## config.mk

```make
export PLATFORM = sky130hd
export DESIGN_NAME = cpu_run_ctrl
export DESIGN_NICKNAME = d
export VERILOG_FILES = /design/src/rtl/cpu_run_ctrl.sv
export SDC_FILE = /design/constraint.sdc
export NUM_CORES = 1
export LEC_CHECK = 0
export ABC_AREA = 0
export BUFFER_PORTS_ARGS = -buffer_cell sky130_fd_sc_hd__buf_2
export CAP_MARGIN = 5
export CORE_MARGIN = 10
export CORE_UTILIZATION = 30
export CTS_CLUSTER_DIAMETER = 120
export DETAILED_ROUTE_END_ITERATION = 16
export PLACE_DENSITY = 0.51
export SETUP_SLACK_MARGIN = 0.05
export SLEW_MARGIN = 20
export SYNTH_ARGS = -nofsm -noshare
export SYNTH_HDL_FRONTEND = slang
export SYNTH_SLANG_ARGS = --single-unit
```

## constraint.sdc

```tcl
create_clock -name CK_REF -period 3.05 [get_ports CK_REF]
set_input_delay 0.1525 -clock CK_REF [delete_from_list [all_inputs] [get_ports CK_REF]]
set_output_delay 0.1525 -clock CK_REF [all_outputs]
set_load 0.01 [all_outputs]
```

## src/rtl/cpu_run_ctrl.sv

```systemverilog
// ----------------------------------------------------------------------------
// cpu_run_ctrl
//
// Execution-pacing and memory-mapped LED controller for the RISC-V debug
// environment. Sits between the board I/O and the CPU top level.
//
//  * Drives the CPU HALT input in one of four modes selected by MODE:
//      00 free run, 01 timed slow-run, 10 button single-step, 11 hold.
//    In slow-run the CPU is released for one clock every TICK_CYCLES+1 clocks.
//    In single-step a debounced press of STEP_BTN releases exactly one clock.
//  * Latches CPU stores to LED_ADDR into a registered LED bank, but only on
//    cycles where the CPU is actually running (HALT low).
//  * Counts executed (non-halted) CPU cycles into a saturating counter.
//
// Ports
//   CK_REF                   in   system clock
//   RST_N                    in   asynchronous active-low reset
//   MODE[1:0]                in   pacing mode switch (asynchronous, synchronised here)
//   STEP_BTN                 in   raw single-step push button, active high
//   MEM_ACCESS_READ_WRN      in   CPU data strobe, 0 = store
//   MEM_ACCESS_ADDRESS_BUS   in   CPU data address
//   MEM_ACCESS_DATA_OUT_BUS  in   CPU store data
//   HALT                     out  1 halts the CPU (registered)
//   LED[NUM_LEDS-1:0]        out  LED register (registered)
//   STEP_COUNT[CNT_W-1:0]    out  saturating count of non-halted cycles
// ----------------------------------------------------------------------------
module cpu_run_ctrl #(
    parameter int unsigned TICK_CYCLES     = 50000000,
    parameter int unsigned DEBOUNCE_CYCLES = 1000000,
    parameter int unsigned NUM_LEDS        = 4,
    parameter logic [31:0] LED_ADDR        = 32'h0000_0001,
    parameter bit          LED_ONEHOT      = 1'b1,
    parameter int unsigned CNT_W           = 32
) (
    input  logic                CK_REF,
    input  logic                RST_N,
    input  logic [1:0]          MODE,
    input  logic                STEP_BTN,
    input  logic                MEM_ACCESS_READ_WRN,
    input  logic [31:0]         MEM_ACCESS_ADDRESS_BUS,
    input  logic [31:0]         MEM_ACCESS_DATA_OUT_BUS,
    output logic                HALT,
    output logic [NUM_LEDS-1:0] LED,
    output logic [CNT_W-1:0]    STEP_COUNT
);

    localparam int unsigned IDX_W = $clog2(NUM_LEDS);
    localparam int unsigned TMR_W = $clog2(TICK_CYCLES);
    localparam int unsigned DB_W  = (DEBOUNCE_CYCLES > 1) ? $clog2(DEBOUNCE_CYCLES) : 1;

    localparam logic [TMR_W-1:0] TMR_LAST = TMR_W'(TICK_CYCLES - 1);
    localparam logic [DB_W-1:0]  DB_LAST  = DB_W'(DEBOUNCE_CYCLES - 1);

    localparam logic [1:0] MODE_RUN  = 2'b00;
    localparam logic [1:0] MODE_SLOW = 2'b01;
    localparam logic [1:0] MODE_STEP = 2'b10;
    localparam logic [1:0] MODE_HOLD = 2'b11;

    typedef enum logic [1:0] {RUN_ST, HOLD_ST, WAIT_ST, REL_ST} state_e;

    // ------------------------------------------------------------------
    // Input synchronisers
    // ------------------------------------------------------------------
    logic [1:0] mode_meta_q, msync_q, mode_prev_q;
    logic       btn_meta_q, btn_sync_q;

    always_ff @(posedge CK_REF or negedge RST_N) begin
        if (!RST_N) begin
            mode_meta_q <= 2'b00;
            msync_q     <= 2'b00;
            mode_prev_q <= 2'b00;
            btn_meta_q  <= 1'b0;
            btn_sync_q  <= 1'b0;
        end else begin
            mode_meta_q <= MODE;
            msync_q     <= mode_meta_q;
            mode_prev_q <= msync_q;
            btn_meta_q  <= STEP_BTN;
            btn_sync_q  <= btn_meta_q;
        end
    end

    // ------------------------------------------------------------------
    // Button debounce: the debounced level only follows the synced level
    // after it has disagreed for DEBOUNCE_CYCLES consecutive clocks.
    // ------------------------------------------------------------------
    logic [DB_W-1:0] db_cnt_q;
    logic            btn_db_q, btn_db_prev_q;
    logic            step_pulse;

    always_ff @(posedge CK_REF or negedge RST_N) begin
        if (!RST_N) begin
            db_cnt_q      <= '0;
            btn_db_q      <= 1'b0;
            btn_db_prev_q <= 1'b0;
        end else begin
            btn_db_prev_q <= btn_db_q;
            if (btn_sync_q == btn_db_q) begin
                db_cnt_q <= '0;
            end else if (db_cnt_q == DB_LAST) begin
                btn_db_q <= btn_sync_q;
                db_cnt_q <= '0;
            end else begin
                db_cnt_q <= db_cnt_q + DB_W'(1);
            end
        end
    end

    assign step_pulse = btn_db_q & ~btn_db_prev_q;

    // ------------------------------------------------------------------
    // Pacing FSM with registered HALT
    // ------------------------------------------------------------------
    state_e           state_q;
    logic [TMR_W-1:0] timer_q;
    logic             halt_q;
    logic             mode_changed;

    // Only meaningful in WAIT_ST, where it flags a 01 <-> 10 switch.
    assign mode_changed = (msync_q != mode_prev_q);

    always_ff @(posedge CK_REF or negedge RST_N) begin
        if (!RST_N) begin
            state_q <= HOLD_ST;
            timer_q <= '0;
            halt_q  <= 1'b1;
        end else begin
            unique case (msync_q)
                MODE_RUN: begin
                    state_q <= RUN_ST;
                    timer_q <= '0;
                    halt_q  <= 1'b0;
                end
                MODE_HOLD: begin
                    state_q <= HOLD_ST;
                    timer_q <= '0;
                    halt_q  <= 1'b1;
                end
                MODE_SLOW, MODE_STEP: begin
                    if (state_q != WAIT_ST) begin
                        // From RUN/HOLD, or the single release cycle of REL.
                        state_q <= WAIT_ST;
                        timer_q <= '0;
                        halt_q  <= 1'b1;
                    end else if (mode_changed) begin
                        timer_q <= '0;
                        if (msync_q == MODE_STEP && step_pulse) begin
                            state_q <= REL_ST;
                            halt_q  <= 1'b0;
                        end
                    end else if (msync_q == MODE_SLOW) begin
                        if (timer_q == TMR_LAST) begin
                            state_q <= REL_ST;
                            timer_q <= '0;
                            halt_q  <= 1'b0;
                        end else begin
                            timer_q <= timer_q + TMR_W'(1);
                        end
                    end else if (step_pulse) begin
                        state_q <= REL_ST;
                        halt_q  <= 1'b0;
                    end
                end
                default: begin
                    state_q <= HOLD_ST;
                    timer_q <= '0;
                    halt_q  <= 1'b1;
                end
            endcase
        end
    end

    assign HALT = halt_q;

    // ------------------------------------------------------------------
    // LED register: stores are only honoured while the CPU is running.
    // ------------------------------------------------------------------
    logic                led_wr;
    logic [NUM_LEDS-1:0] led_val;
    logic [NUM_LEDS-1:0] led_q;
    logic                unused_data;

    assign led_wr = ~MEM_ACCESS_READ_WRN & (MEM_ACCESS_ADDRESS_BUS == LED_ADDR) & ~halt_q;

    always_comb begin
        led_val = '0;
        if (LED_ONEHOT) begin
            for (int i = 0; i < int'(NUM_LEDS); i++) begin
                led_val[i] = (MEM_ACCESS_DATA_OUT_BUS[IDX_W-1:0] == IDX_W'(i));
            end
        end else begin
            led_val = MEM_ACCESS_DATA_OUT_BUS[NUM_LEDS-1:0];
        end
    end

    // Upper store-data bits never reach the LED bank.
    assign unused_data = ^MEM_ACCESS_DATA_OUT_BUS;

    always_ff @(posedge CK_REF or negedge RST_N) begin
        if (!RST_N) begin
            led_q <= '0;
        end else if (led_wr) begin
            led_q <= led_val;
        end
    end

    assign LED = led_q;

    // ------------------------------------------------------------------
    // Executed-cycle counter, saturating at all-ones.
    // ------------------------------------------------------------------
    logic [CNT_W-1:0] step_count_q;

    always_ff @(posedge CK_REF or negedge RST_N) begin
        if (!RST_N) begin
            step_count_q <= '0;
        end else if (!halt_q && (step_count_q != {CNT_W{1'b1}})) begin
            step_count_q <= step_count_q + CNT_W'(1);
        end
    end

    assign STEP_COUNT = step_count_q;

endmodule

```

* Yosys cells after proc, flatten, opt, wreduce, memory -nomap -nowiden *
Index checks and enable logic that the tools add are counted.

cells by class
  add/sub/neg operators = 3
  equal/unequal tests = 17
  mux-type cells = 21
  bitwise operators = 7
  reduce and logical (&&, ||, !) cells = 9

operators with widths
  kind                     number
  $mux W26                 4
  $pmux W26 S2             1
  $mux W20                 2
  $add A32 B1 Y32 const B  1
  $eq A32 B1 Y1 const B    1
  $ne A32 B32 Y1 const B   1
  $add A26 B1 Y26 const B  1
  $eq A26 B26 Y1 const B   1
  $add A20 B1 Y20 const B  1
  $eq A20 B20 Y1 const B   1
  $mux W2                  6
  $ne A5 B5 Y1 const B     2
  $eq A2 B2 Y1 const B     4
  $ne A4 B4 Y1 const B     2
  $mux W1                  6
  $pmux W2 S3              1
  $eq A2 B1 Y1 const B     2
  $logic_not A2 Y1         2
  $not A1 Y1               4
  $reduce_or A2 Y1         2
  $and A1 B1 Y1            3
  $pmux W1 S3              1
  $reduce_and A3 Y1        1
  $logic_and A1 B1 Y1      2
  other kinds (5)          5

storage, ports and cells
  flip-flop bits (word level) = 95
  bits of input ports = 70

* Longest topological paths before layout *
Gate-level depths: netlist of run 1.

  word-level depth = 7
  depth in mapped cells = 8
  gate-level depth less buffers = 7

* Least setup slack after synthesis of run 1 *
Ideal clock, no wire load.

  path type = register to register
  start point = reg timer_q[0]
  end point = reg timer_q[11]
  setup time = 0.126 ns
  arrival = 1.857 ns
  path slack = 1.067 ns
  stages on the path, launching flop included = 7
  period minus slack after synthesis = 1.983 ns
  cells stage by stage = dfrtp_1 > ha_1 > nand3_1 > or4_4 > o21ba_4 > and3_1 > a221o_1

on the way
  longest elaborated chain between the ends = 6
  elaborated cells between the ends (all ways) = 7
  classes of those cells = add/sub (1); eq/ne (1); mux (5)

RTL lines
  what                                               RTL line  text
  start, declared                                    115       logic [TMR_W-1:0] timer_q;
  start signal, assigned                             157       timer_q <= timer_q + TMR_W'(1);
  $add A26 B1 Y26 or $eq A26 B26 Y1 (tied branches)  157, 152
  $mux W26 (*)                                       152       if (timer_q == TMR_LAST) begin
  $mux W26 (*)                                       151       end else if (msync_q == MODE_SLOW) begin
  $mux W26 (*)                                       145       end else if (mode_changed) begin
  $mux W26 (*)                                       140       if (state_q != WAIT_ST) begin
  $pmux W26 S2 (*)                                   128       unique case (msync_q)

Mark *: on every way between the ends. The rest lies on a longest branch, timed or not. The select of a mux whose other input is x is not followed.
A chain may end at the register's enable or synchronous reset.

* Worst setup path in the final report of run 1 *
Same ends and word-level chain as after synthesis.

==> results of run 1 <==
==> where the power goes <==
| group | total [uW] | switching (uW) | internal (uW) |
|---|---|---|---|
| Clock | 1220 | 494 | 723 |
| Sequential | 1410 | 83.3 | 1330 |
| Combinational | 332 | 191 | 141 |
==> path summary, 6_finish.rpt <==
| path | from | end | cells after the start |
|---|---|---|---|
| worst min-delay path | MEM_ACCESS_DATA_OUT_BUS[1] | LED[3]$_DFFE_PN0P_ | 3 |
| min in group asynchronous | RST_N | timer_q[0]$_DFFE_PN0P_ | 2 |
| worst min register to register | mode_meta_q[0]$_DFF_PN0_ | msync_q[0]$_DFF_PN0_ | 0 |
| worst max-delay path | timer_q[0]$_DFFE_PN0P_ | timer_q[11]$_DFFE_PN0P_ | 6 |
| max in group asynchronous | RST_N | db_cnt_q[17]$_DFF_PN0_ | 3 |
| worst max register to register | timer_q[0]$_DFFE_PN0P_ | timer_q[11]$_DFFE_PN0P_ | 6 |
==> cells in the final DEF, fill, tap and decap left out, drive strengths merged, types with 8 or more instances in the layout <==
cell type / netlist / layout
nor3: 15 / 15
clkbuf: 6 / 11
buf: 4 / 78
inv: 10 / 11
nand2: 34 / 34
and4: 14 / 14
xor2: 39 / 39
and3: 16 / 16
nand3: 36 / 36
xnor2: 31 / 31
ha: 8 / 8
nand4: 32 / 32
nor4: 18 / 18
dfrtp: 93 / 93
nor2: 51 / 51
==> area by class of cell <==
cell class	count	area [um2]
flip-flops and latches	95	2380
clock inverters	5	82.6
fillers	1645	10000
well taps	216	270
multi-input cells	352	2330
clock buffers	11	233
inverters	10	37.5
repair buffers	82	438
==> kinds of logic (layout without fill, tap and decap cells) <==
kind of cell | count (synthesis) | after routing | share of synthesized area (%)
xor gates and xnor gates | 70 | 70 | 12.8
and+or+nand+nor | 244 | 244 | 28.2
adders and majority gates | 8 | 8 | 2.09
buffers and inverters | 20 | 108 | 1.75
muxes | 6 | 6 | 1.38
DFF | 95 | 95 | 49.7
AOI/OAI and AO/OA | 24 | 24 | 4.13
==> sequential cells by signal (all words and copies together) (netlist names) <==
| register | flops |
|---|---|
| db_cnt_q | 20 |
| btn_db_prev_q | 1 |
| STEP_COUNT | 32 |
| state_q | 2 |
| LED | 4 |
| timer_q | 26 |
| mode_meta_q | 2 |
| msync_q | 2 |
| btn_db_q | 1 |
| HALT | 1 |
| mode_prev_q | 2 |
| btn_meta_q | 1 |
| btn_sync_q | 1 |
==> per-stage QoR <==
step                      area [um2]  utilization [%]
after floorplan                 4790                -
after global placement          5410             34.3
after detailed placement        5410             34.3
after CTS                       5770             36.6
after global routing            5770             36.6
final                           5770             36.6
==> worst min-delay path: cells and delay by family <==
| kind | cells | cell delay, ns |
|---|---|---|
| buf+inv | 1 | 0.12 |
| mux | 1 | 0.06 |
| simple gates | 1 | 0.05 |
==> metal layers <==
| layer | global-route usage, % | routed length (um) | vias to the layer above |
|---|---|---|---|
| li1 | - | - | 1839 |
| met1 | 12.9 | 5000 | 1854 |
| met2 | 18.3 | 5610 | 53 |
| met3 | 4.30 | 587 | 8 |
| met4 | 3.15 | 132 | 0 |
| met5 | 0 | 0 | - |
==> repair_timing <==
action                                 4_1_cts  5_1_grt
endpoints found under the hold margin        4        0
hold buffers                                 4        0
setup buffers                                0        0
==> out/metrics.cfg, run 1 <==
[routing]
routed_wl_um = 11300
dr.pass1.iters = 4
vias = 3754
drc = 0
avgViaCountPerCell = 4.87
drt_iter0_drc = 196
ant_nets = 0
wl_per_cell_um = 14.7

[timing]
relSlewSlack_pct = 34.3
rsz0062_at_grt = no
fin_hold_ws_ns = 0.0772
fin_tns_setup_ns = 0
slew_viol_final = 0
hold_violations = 0
finClkSkew_ns = 0.00826
post-route-period-util_pct = 76.2
setup_viol = 0
worstMarginPinSlew_ns = 0.986
period_minus_slack_ns = 2.32
setup_ws_ns = 0.727
fmax_mhz = 430

[die]
dieWidth_um = 146
dieArea_um2 = 21400
rows = 46
die_h_um = 146
coreArea_um2 = 15800
start_util_pct = 30.4
ios = 107

[clock_tree]
numCtsBuffers = 9
cts_root_buf = clkbuf_16
htreeDepth = 3
cts.sinks = 95
cts_repair_resize_count = 0
clk_path_buf_depth = 2
cts_tree = built
clk_latency_ns = 0.35
clkTransAtPathRegs_ns = 0.06

[logic_synthesis]
synth_edf_count = 0
synth_cells = 467
synth_area_um2 = 4790
synth_fp_nets = 545
synth-seq-area-share_pct = 49.7
ys_ff_latch = 95
synthTopCellsByArea = dfrtp_1 (49%), xor2_1 (7.1%), xnor2_1 (5.7%)
synth_ff_type = dfrtp_1
yosysTopAreaCell = dfrtp_1
ys_warn_count = 0
yosys.cell_types.count = 53
async_reset_ff_share_pct = 100
syn-mean-instance-area_um2 = 10.3
synth_top_area_share_pct = 48.6
synth_common_cells = dfrtp_1 (93), nor2_1 (50), xor2_1 (39), nand2_1 (34), nand3_1 (34)
synth.most_common_cell = dfrtp_1

[layout]
final_nets = 628
drive_above_1_share_pct = 19.6
stdcell_count = 771
area_delta_synth_final_pct = 20.4
n_antenna_cell = 0

[worst_setup_path]
path_cells = ha_1 -> nand3_1 -> or4_4 -> o21bai_1 -> nor2_1 -> a221o_1
reg2reg_slack_ns = 0.73
crit_fanout = 6
worst-path-buf-inv = 0
critPathKind = reg2reg
crit_arrival_ns = 2.56
required_ns = 3.28
startpoint_type = register
cpMaxStageDelayCell = or4_4
slowest_delay_ns = 0.59
critPathCaptureType = register
critPathTopFamily = simple AND/OR/NAND/NOR gates

[pwr]
irDropWorstVdd_mv = 0.334
p_per_area_nw_per_um2 = 513
power.leakage_uw = 0.00261
finalPower_uw = 2960

[global_routing]
grt_pass1_wl_um = 19700
grt_max_degree = 77
grt_overflow = 0
grtUsageTotal_pct = 11.0
antenna_found_initial = 0
grt_pass1_vias = 3934

[place]
place_congestion = 0.807
hpwl_um = 8120
pre_cts_ws_ns = 0.715
portBuffers = 76
dpl.cell_count = 751

[min_path]
hp-class = in2reg

[outcome]
status = complete, no violations

[job]
maxCapViolations = 0

Note: power is estimated with default switching activity, not from simulation.
==> run 2, diff against run 1 <==
ABC_AREA = 1   (was 0)
PLACE_DENSITY = 0.52   (was 0.51)
clock period = 2 ns   (was 3.05 ns; I/O delays follow)
==> out/metrics.cfg, run 2 <==
[outcome]
status = complete, no violations  ; unchanged

[layout]
n_antenna_cell = 0  ; unchanged
layout_common_cells = nand2_1 (222), nor2_1 (121), dfrtp_1 (93)  ; was dfrtp_1 (93), buf_2 (75), nor2_1 (50)
drive_above_1_share_pct = 17.7  ; was 19.6%
layout_commonest_cell = nand2_1  ; was dfrtp_1
area_delta_synth_final_pct = 19.2  ; was 20.4%
n_fill_cell = 1902  ; was 1645
final_nets = 920  ; was 628
largest_register_ffs = 32  ; unchanged

[logic_synthesis]
synth-seq-area-share_pct = 42.7  ; was 49.7%
ys_ff_latch = 95  ; unchanged
synthTopCellsByArea = dfrtp_1 (42%), nand2_1 (15%), nor2_1 (8.1%)  ; was dfrtp_1 (49%), xor2_1 (7.1%), xnor2_1 (5.7%)
ys_warn_count = 0  ; unchanged
yosys.cell_types.count = 39  ; was 53
synth_edf_count = 0  ; unchanged
synth_area_um2 = 5570  ; was 4790 um2
synth_ff_type = dfrtp_1  ; unchanged
syn-mean-instance-area_um2 = 7.48  ; was 10.3 um2
async_reset_ff_share_pct = 100  ; unchanged
synth.most_common_cell = nand2_1  ; was dfrtp_1
synth_fp_nets = 823  ; was 545
synth_top_area_share_pct = 41.8  ; was 48.6%
synth_cells = 745  ; was 467
yosysTopAreaCell = dfrtp_1  ; unchanged
synth_common_cells = nand2_1 (222), nor2_1 (121), dfrtp_1 (93), inv_1 (61), nand3_1 (43)  ; was dfrtp_1 (93), nor2_1 (50), xor2_1 (39), nand2_1 (34), nand3_1 (34)

[timing]
relSlewSlack_pct = 73.8  ; was 34.3%
slew_viol_final = 0  ; unchanged
period_minus_slack_ns = 1.73  ; was 2.32 ns
worstMarginPinSlew_ns = 0.393  ; was 0.986 ns
finClkSkew_ns = 0.00667  ; was 0.00826 ns
fmax_mhz = 578  ; was 430 MHz
hold_violations = 0  ; unchanged
setup_viol = 0  ; unchanged
fin_tns_setup_ns = 0  ; unchanged
post-route-period-util_pct = 86.5  ; was 76.2%
fin_hold_ws_ns = 0.0172  ; was 0.0772 ns
rsz0062_at_grt = no  ; unchanged

[routing]
ant_nets = 0  ; unchanged
routed_wl_um = 14100  ; was 11300 um
drc = 0  ; unchanged
wl_per_cell_um = 13.1  ; was 14.7 um
vias = 4935  ; was 3754
dr.pass1.iters = 4  ; unchanged
drt_iter0_drc = 346  ; was 196
avgViaCountPerCell = 4.59  ; was 4.87

[place]
hpwl_um = 10800  ; was 8120 um
place_congestion = 0.865  ; was 0.807
portBuffers = 76  ; unchanged

[clock_tree]
numCtsBuffers = 9  ; unchanged
cts.sinks = 95  ; unchanged
htreeDepth = 3  ; unchanged
clkTransAtPathRegs_ns = 0.07  ; was 0.06 ns
clk_path_buf_depth = 2  ; unchanged
cts_root_buf = clkbuf_16  ; unchanged
post_cts_buffers = 0  ; unchanged
cts_tree = built  ; unchanged
clk_latency_ns = 0.35  ; about the same

[worst_setup_path]
critPathKind = reg2reg  ; unchanged
startpoint_type = register  ; unchanged
reg2reg_slack_ns = 0.27  ; was 0.73 ns
cpMaxStageDelayCell = dfrtp_1  ; was or4_4
startpoint = STEP_COUNT[1]$_DFFE_PN0P_  ; was timer_q[0]$_DFFE_PN0P_
path_cells = ha_1 -> nand3_2 -> inv_2 -> nand2_4 -> nor2_4 -> nand2_2 -> nand2_4 -> buf_4 -> nor2_1 -> nand2_1 -> nand2_1  ; was ha_1 -> nand3_1 -> or4_4 -> o21bai_1 -> nor2_1 -> a221o_1
r2r_cells = 11  ; was 6
required_ns = 2.25  ; was 3.28 ns
crit_fanout = 24  ; was 6
r2r-end = STEP_COUNT[7]$_DFFE_PN0P_  ; was timer_q[11]$_DFFE_PN0P_
crit_arrival_ns = 1.98  ; was 2.56 ns
critPathCaptureType = register  ; unchanged
slowest_delay_ns = 0.38  ; was 0.59 ns
reg2reg_from = STEP_COUNT[1]$_DFFE_PN0P_  ; was timer_q[0]$_DFFE_PN0P_
cp-endpoint = STEP_COUNT[7]$_DFFE_PN0P_  ; was timer_q[11]$_DFFE_PN0P_

[global_routing]
antenna_found_initial = 0  ; unchanged
grt_max_degree = 53  ; was 77
grtUsageTotal_pct = 12.1  ; was 11.0%
grt_pass1_vias = 4957  ; was 3934
grt_pass1_wl_um = 24500  ; was 19700 um
grt_overflow = 0  ; unchanged

[die]
dieArea_um2 = 24400  ; was 21400 um2
start_util_pct = 30.7  ; was 30.4%
ios = 107  ; unchanged
rows = 49  ; was 46
coreArea_um2 = 18100  ; was 15800 um2
dieWidth_um = 156  ; was 146 um
die_h_um = 156  ; was 146 um

[min_path]
hp-class = in2reg  ; unchanged

[pwr]
p_per_area_nw_per_um2 = 682  ; was 513 nW/um2
irDropWorstVdd_mv = 0.452  ; was 0.334 mV
power.leakage_uw = 0.00304  ; was 0.00261 uW

[job]
maxCapViolations = 0  ; unchanged

run 2: where the power goes:
part           total (uW)  internal [uW]  leakage, uW  switching [uW]
sequential           2100           2010      0.00129            91.2
clock                1770           1010     0.000143             765
combinational         653            232      0.00160             422
run 2: worst max-delay path: cells and delay by family, from the launching register on:
family,cells,cell delay (ns)
and+or+nand+nor,8,0.67
DFF,1,0.38
adders and majority gates,1,0.22
buffers and inverters,2,0.35
run 2: per-layer routing:
layer / track usage [%] / wire length [um] / up-vias
met4: 3.15 / 113 / 0
li1: - / - / 2580
met2: 20.3 / 6710 / 55
met3: 2.96 / 489 / 7
met1: 15.3 / 6760 / 2293
met5: 0 / 0 / -
run 2: cells by family after synthesis:
| family | count (synthesis) | share of synthesized area [%] |
|---|---|---|
| AO/OA/AOI/OAI | 43 | 4.51 |
| XOR/XNOR | 39 | 6.13 |
| adder cells (fa/ha/maj) | 8 | 1.80 |
| buffers and inverters | 81 | 6.31 |
| flip-flops | 95 | 42.7 |
| AND/OR/NAND/NOR | 479 | 38.6 |
run 2: timing repair:
item                                   4_1_cts  5_1_grt
hold buffers                                 5        0
resized for setup                            0        4
setup endpoints to repair                    0       21
endpoints found under the hold margin       68        0
run 2: worst min-delay path by stage:
| stage | cells after the start | startpoint | end | slack, ns |
|---|---|---|---|---|
| floorplan | 0 | RST_N | LED[0]$_DFFE_PN0P_ | -0.20 |
| global placement | 1 | RST_N | LED[0]$_DFFE_PN0P_ | -0.02 |
| detailed placement | 1 | RST_N | LED[0]$_DFFE_PN0P_ | -0.01 |
| CTS | 3 | MEM_ACCESS_DATA_OUT_BUS[0] | LED[1]$_DFFE_PN0P_ | 0.002 |
| global route | 3 | MEM_ACCESS_DATA_OUT_BUS[0] | LED[3]$_DFFE_PN0P_ | 0.02 |
| finish | 3 | MEM_ACCESS_DATA_OUT_BUS[0] | LED[3]$_DFFE_PN0P_ | 0.02 |
run 2: per-stage QoR:
stage / setup WS, ns / cells / util (%) / area [um2] / power (uW)
after floorplan: 0.397 / 745 / - / 5570 / 2570
after global placement: 0.109 / 1055 / 34.6 / 6290 / 2800
after CTS: 0.109 / 1076 / 36.6 / 6640 / 4610
final: 0.270 / 1076 / 36.6 / 6640 / 4530
after detailed placement: 0.122 / 1055 / 34.6 / 6290 / 2800
after global routing: 0.0636 / 1076 / 36.6 / 6640 / 4780
run 2: layout make-up:
type	count	area (um2)	share of cell area, %
sequential	95	2380	35.8
inverter	70	268	4.03
clock buffer	12	246	3.71
tap	229	287	4.31
multi-input combinational	569	2840	42.8
timing repair buffer	97	566	8.51
clock inverter	4	55.1	0.829
==> run 3, diff against run 2 <==
CTS_BUF_LIST = sky130_fd_sc_hd__clkbuf_4   (was default)
==> out/metrics.cfg, run 3 (synthesized netlist as in run 2, its figures left out) <==
[outcome]
status = complete, no violations  ; unchanged

[layout]
regArea_um2 = 2380  ; unchanged
area_delta_synth_final_pct = 17.5  ; was 19.2%
layout_commonest_cell = nand2_1  ; unchanged
drive_above_1_share_pct = 17.8  ; was 17.7%
final_area_um2 = 6550  ; was 6640 um2
layout_common_cells = nand2_1 (222), nor2_1 (120), dfrtp_1 (93)  ; was nand2_1 (222), nor2_1 (121), dfrtp_1 (93)
final_nets = 926  ; was 920
largest_register_ffs = 32  ; unchanged
multi_input_area_um2 = 2850  ; was 2840 um2
n_fill_cell = 1919  ; was 1902

[worst_setup_path]
cp-endpoint = LED[3]$_DFFE_PN0P_  ; was STEP_COUNT[7]$_DFFE_PN0P_
reg2reg_from = HALT$_DFFE_PN1P_  ; was STEP_COUNT[1]$_DFFE_PN0P_
reg2reg_slack_ns = 0.23  ; was 0.27 ns
r2r_cells = 6  ; was 11
critPathCaptureType = register  ; unchanged
crit_arrival_ns = 2.20  ; was 1.98 ns
critPathKind = reg2reg  ; unchanged
cp.depth = 6  ; was 11
r2r-end = LED[3]$_DFFE_PN0P_  ; was STEP_COUNT[7]$_DFFE_PN0P_
crit_fanout = 4  ; was 24
cpMaxStageDelayCell = dlygate4sd3_1  ; was dfrtp_1
slowest_delay_ns = 0.56  ; was 0.38 ns
worst-path-buf-inv = 1  ; was 2
startpoint = HALT$_DFFE_PN1P_  ; was STEP_COUNT[1]$_DFFE_PN0P_
startpoint_type = register  ; unchanged
critPathTopFamily = simple AND/OR/NAND/NOR gates  ; unchanged
path_cells = nor3_1 -> nand3b_1 -> nor2_2 -> nand3_1 -> dlygate4sd3_1 -> nand2_1  ; was ha_1 -> nand3_2 -> inv_2 -> nand2_4 -> nor2_4 -> nand2_2 -> nand2_4 -> buf_4 -> nor2_1 -> nand2_1 -> nand2_1
required_ns = 2.43  ; was 2.25 ns

[timing]
fin_tns_setup_ns = 0  ; unchanged
rsz0062_at_grt = no  ; unchanged
post-route-period-util_pct = 88.4  ; was 86.5%
setup_viol = 0  ; unchanged
finClkSkew_ns = 0.0194  ; was 0.00667 ns
fmax_mhz = 566  ; was 578 MHz
slew_viol_final = 0  ; unchanged
worstMarginPinSlew_ns = 0.653  ; was 0.393 ns
relSlewSlack_pct = 56.3  ; was 73.8%
period_minus_slack_ns = 1.77  ; was 1.73 ns
hold_violations = 0  ; unchanged

[routing]
wl_per_cell_um = 13.0  ; was 13.1 um
dr.pass1.iters = 4  ; unchanged
met1_length_um = 6750  ; was 6760 um
ant_nets = 0  ; unchanged
routed.top_layer = met4  ; unchanged
vias = 4968  ; was 4935
met3WireLength_um = 436  ; was 489 um
routed_wl_um = 14100  ; about the same
wl_met2_um = 6780  ; was 6710 um
avgViaCountPerCell = 4.59  ; about the same
drc = 0  ; unchanged
drt_iter0_drc = 309  ; was 346

[die]
rows = 49  ; unchanged
ios = 107  ; unchanged
dieWidth_um = 156  ; unchanged
coreArea_um2 = 18100  ; unchanged
start_util_pct = 30.7  ; unchanged
die_h_um = 156  ; unchanged
dieArea_um2 = 24400  ; unchanged

[clock_tree]
clkTransAtPathRegs_ns = 0.15  ; was 0.07 ns
post_cts_buffers = 0  ; unchanged
numCtsBuffers = 9  ; unchanged
cts.sinks = 95  ; unchanged
clk_latency_ns = 0.49  ; was 0.35 ns
cts_root_buf = clkbuf_4  ; was clkbuf_16
cts_tree = built  ; unchanged
htreeDepth = 3  ; unchanged
clk_path_buf_depth = 2  ; unchanged

[place]
portBuffers = 76  ; unchanged
hpwl_um = 10800  ; unchanged
place_congestion = 0.865  ; unchanged
dpl-instance-area_um2 = 6290  ; unchanged

[pwr]
swShare_pct = 31.2  ; was 28.2%
clkPwrFrac_pct = 28.4  ; was 39.2%
finalPower_uw = 3860  ; was 4530 uW
netSwitchingPower_uw = 1200  ; was 1280 uW
p_per_area_nw_per_um2 = 589  ; was 682 nW/um2
p_comb_share_pct = 17.1  ; was 14.4%
seq_power_share_pct = 54.5  ; was 46.4%
power.leakage_uw = 0.00299  ; was 0.00304 uW
irDropWorstVdd_mv = 0.444  ; was 0.452 mV
p_int_uw = 2660  ; was 3250 uW

[global_routing]
grt_pass1_vias = 4979  ; was 4957
grtUsageTotal_pct = 12.2  ; was 12.1%
grt_pass1_wl_um = 24600  ; was 24500 um
grt_max_degree = 53  ; unchanged
grt_overflow = 0  ; unchanged
antenna_found_initial = 1  ; was 0

[job]
maxCapViolations = 0  ; unchanged

[min_path]
hp-class = in2reg  ; unchanged

run 3: cell count changes in the layout (fill, tap and decap cells not counted), sizes merged:
cell	before	now
dlygate4sd3	5	11
clkbuf	12	11
clkinv	3	4
diode	0	1
run 3: cell type report:
| class | instances | area share [%] |
|---|---|---|
| sequential | 95 | 36.3 |
| clock buffer | 11 | 1.26 |
| multi-input combinational | 569 | 43.4 |
| tap | 229 | 4.38 |
| timing repair buffer | 103 | 9.55 |
| inverter | 70 | 4.09 |
| clock inverter | 5 | 0.898 |
| antenna | 1 | 0.0382 |
run 3: worst min-delay path by stage:
stage	start	end	slack (ns)	cells past startpoint
3_3_place_gp	RST_N	LED[0]$_DFFE_PN0P_	-0.02	1
6_report	MEM_ACCESS_READ_WRN	LED[0]$_DFFE_PN0P_	0.02	6
4_1_cts	MEM_ACCESS_READ_WRN	LED[0]$_DFFE_PN0P_	0.007	6
5_1_grt	MEM_ACCESS_READ_WRN	LED[0]$_DFFE_PN0P_	0.03	6
3_5_place_dp	RST_N	LED[0]$_DFFE_PN0P_	-0.01	1
2_1_floorplan	RST_N	LED[0]$_DFFE_PN0P_	-0.20	0
run 3: through the flow:
step	utilization (%)	instances	worst slack (ns)	hold WS (ns)
2_1_floorplan	-	745	0.397	-0.196
4_1_cts	36.0	1082	0.101	0.00662
3_5_place_dp	34.6	1055	0.122	-0.0146
5_1_grt	36.1	1083	0.0528	0.0317
3_3_place_gp	34.6	1055	0.109	-0.0164
6_report	36.1	1083	0.232	0.0183
run 3: what timing repair did:
item                                    in CTS  in global routing
hold endpoints to repair                   100                  0
resized for setup                            0                  5
endpoints found under the setup margin       0                 33
hold buffers                                11                  0
run 3: power by group through the flow:
| stage | Combinational (uW) | Clock, uW | Sequential (uW) |
|---|---|---|---|
| after floorplan | 422 | 0 | 2150 |
| after global placement | 657 | 0 | 2140 |
| after detailed placement | 656 | 0 | 2140 |
| after CTS | 670 | 1150 | 2100 |
| after global routing | 748 | 1230 | 2120 |
| final | 659 | 1100 | 2100 |
run 3: worst reg2reg max path, cell delays in order, from the launching register on:
cell           delay, ns
dfstp_2             0.43
nor3_1              0.26
nand3b_1            0.14
nor2_2              0.17
nand3_1             0.09
dlygate4sd3_1       0.56
nand2_1             0.06
run 3: per-layer routing:
metal,track usage [%],up-vias
met1,15.3,2318
met3,2.63,11
li1,-,2588
met4,3.69,0
met5,0,-
met2,20.4,51
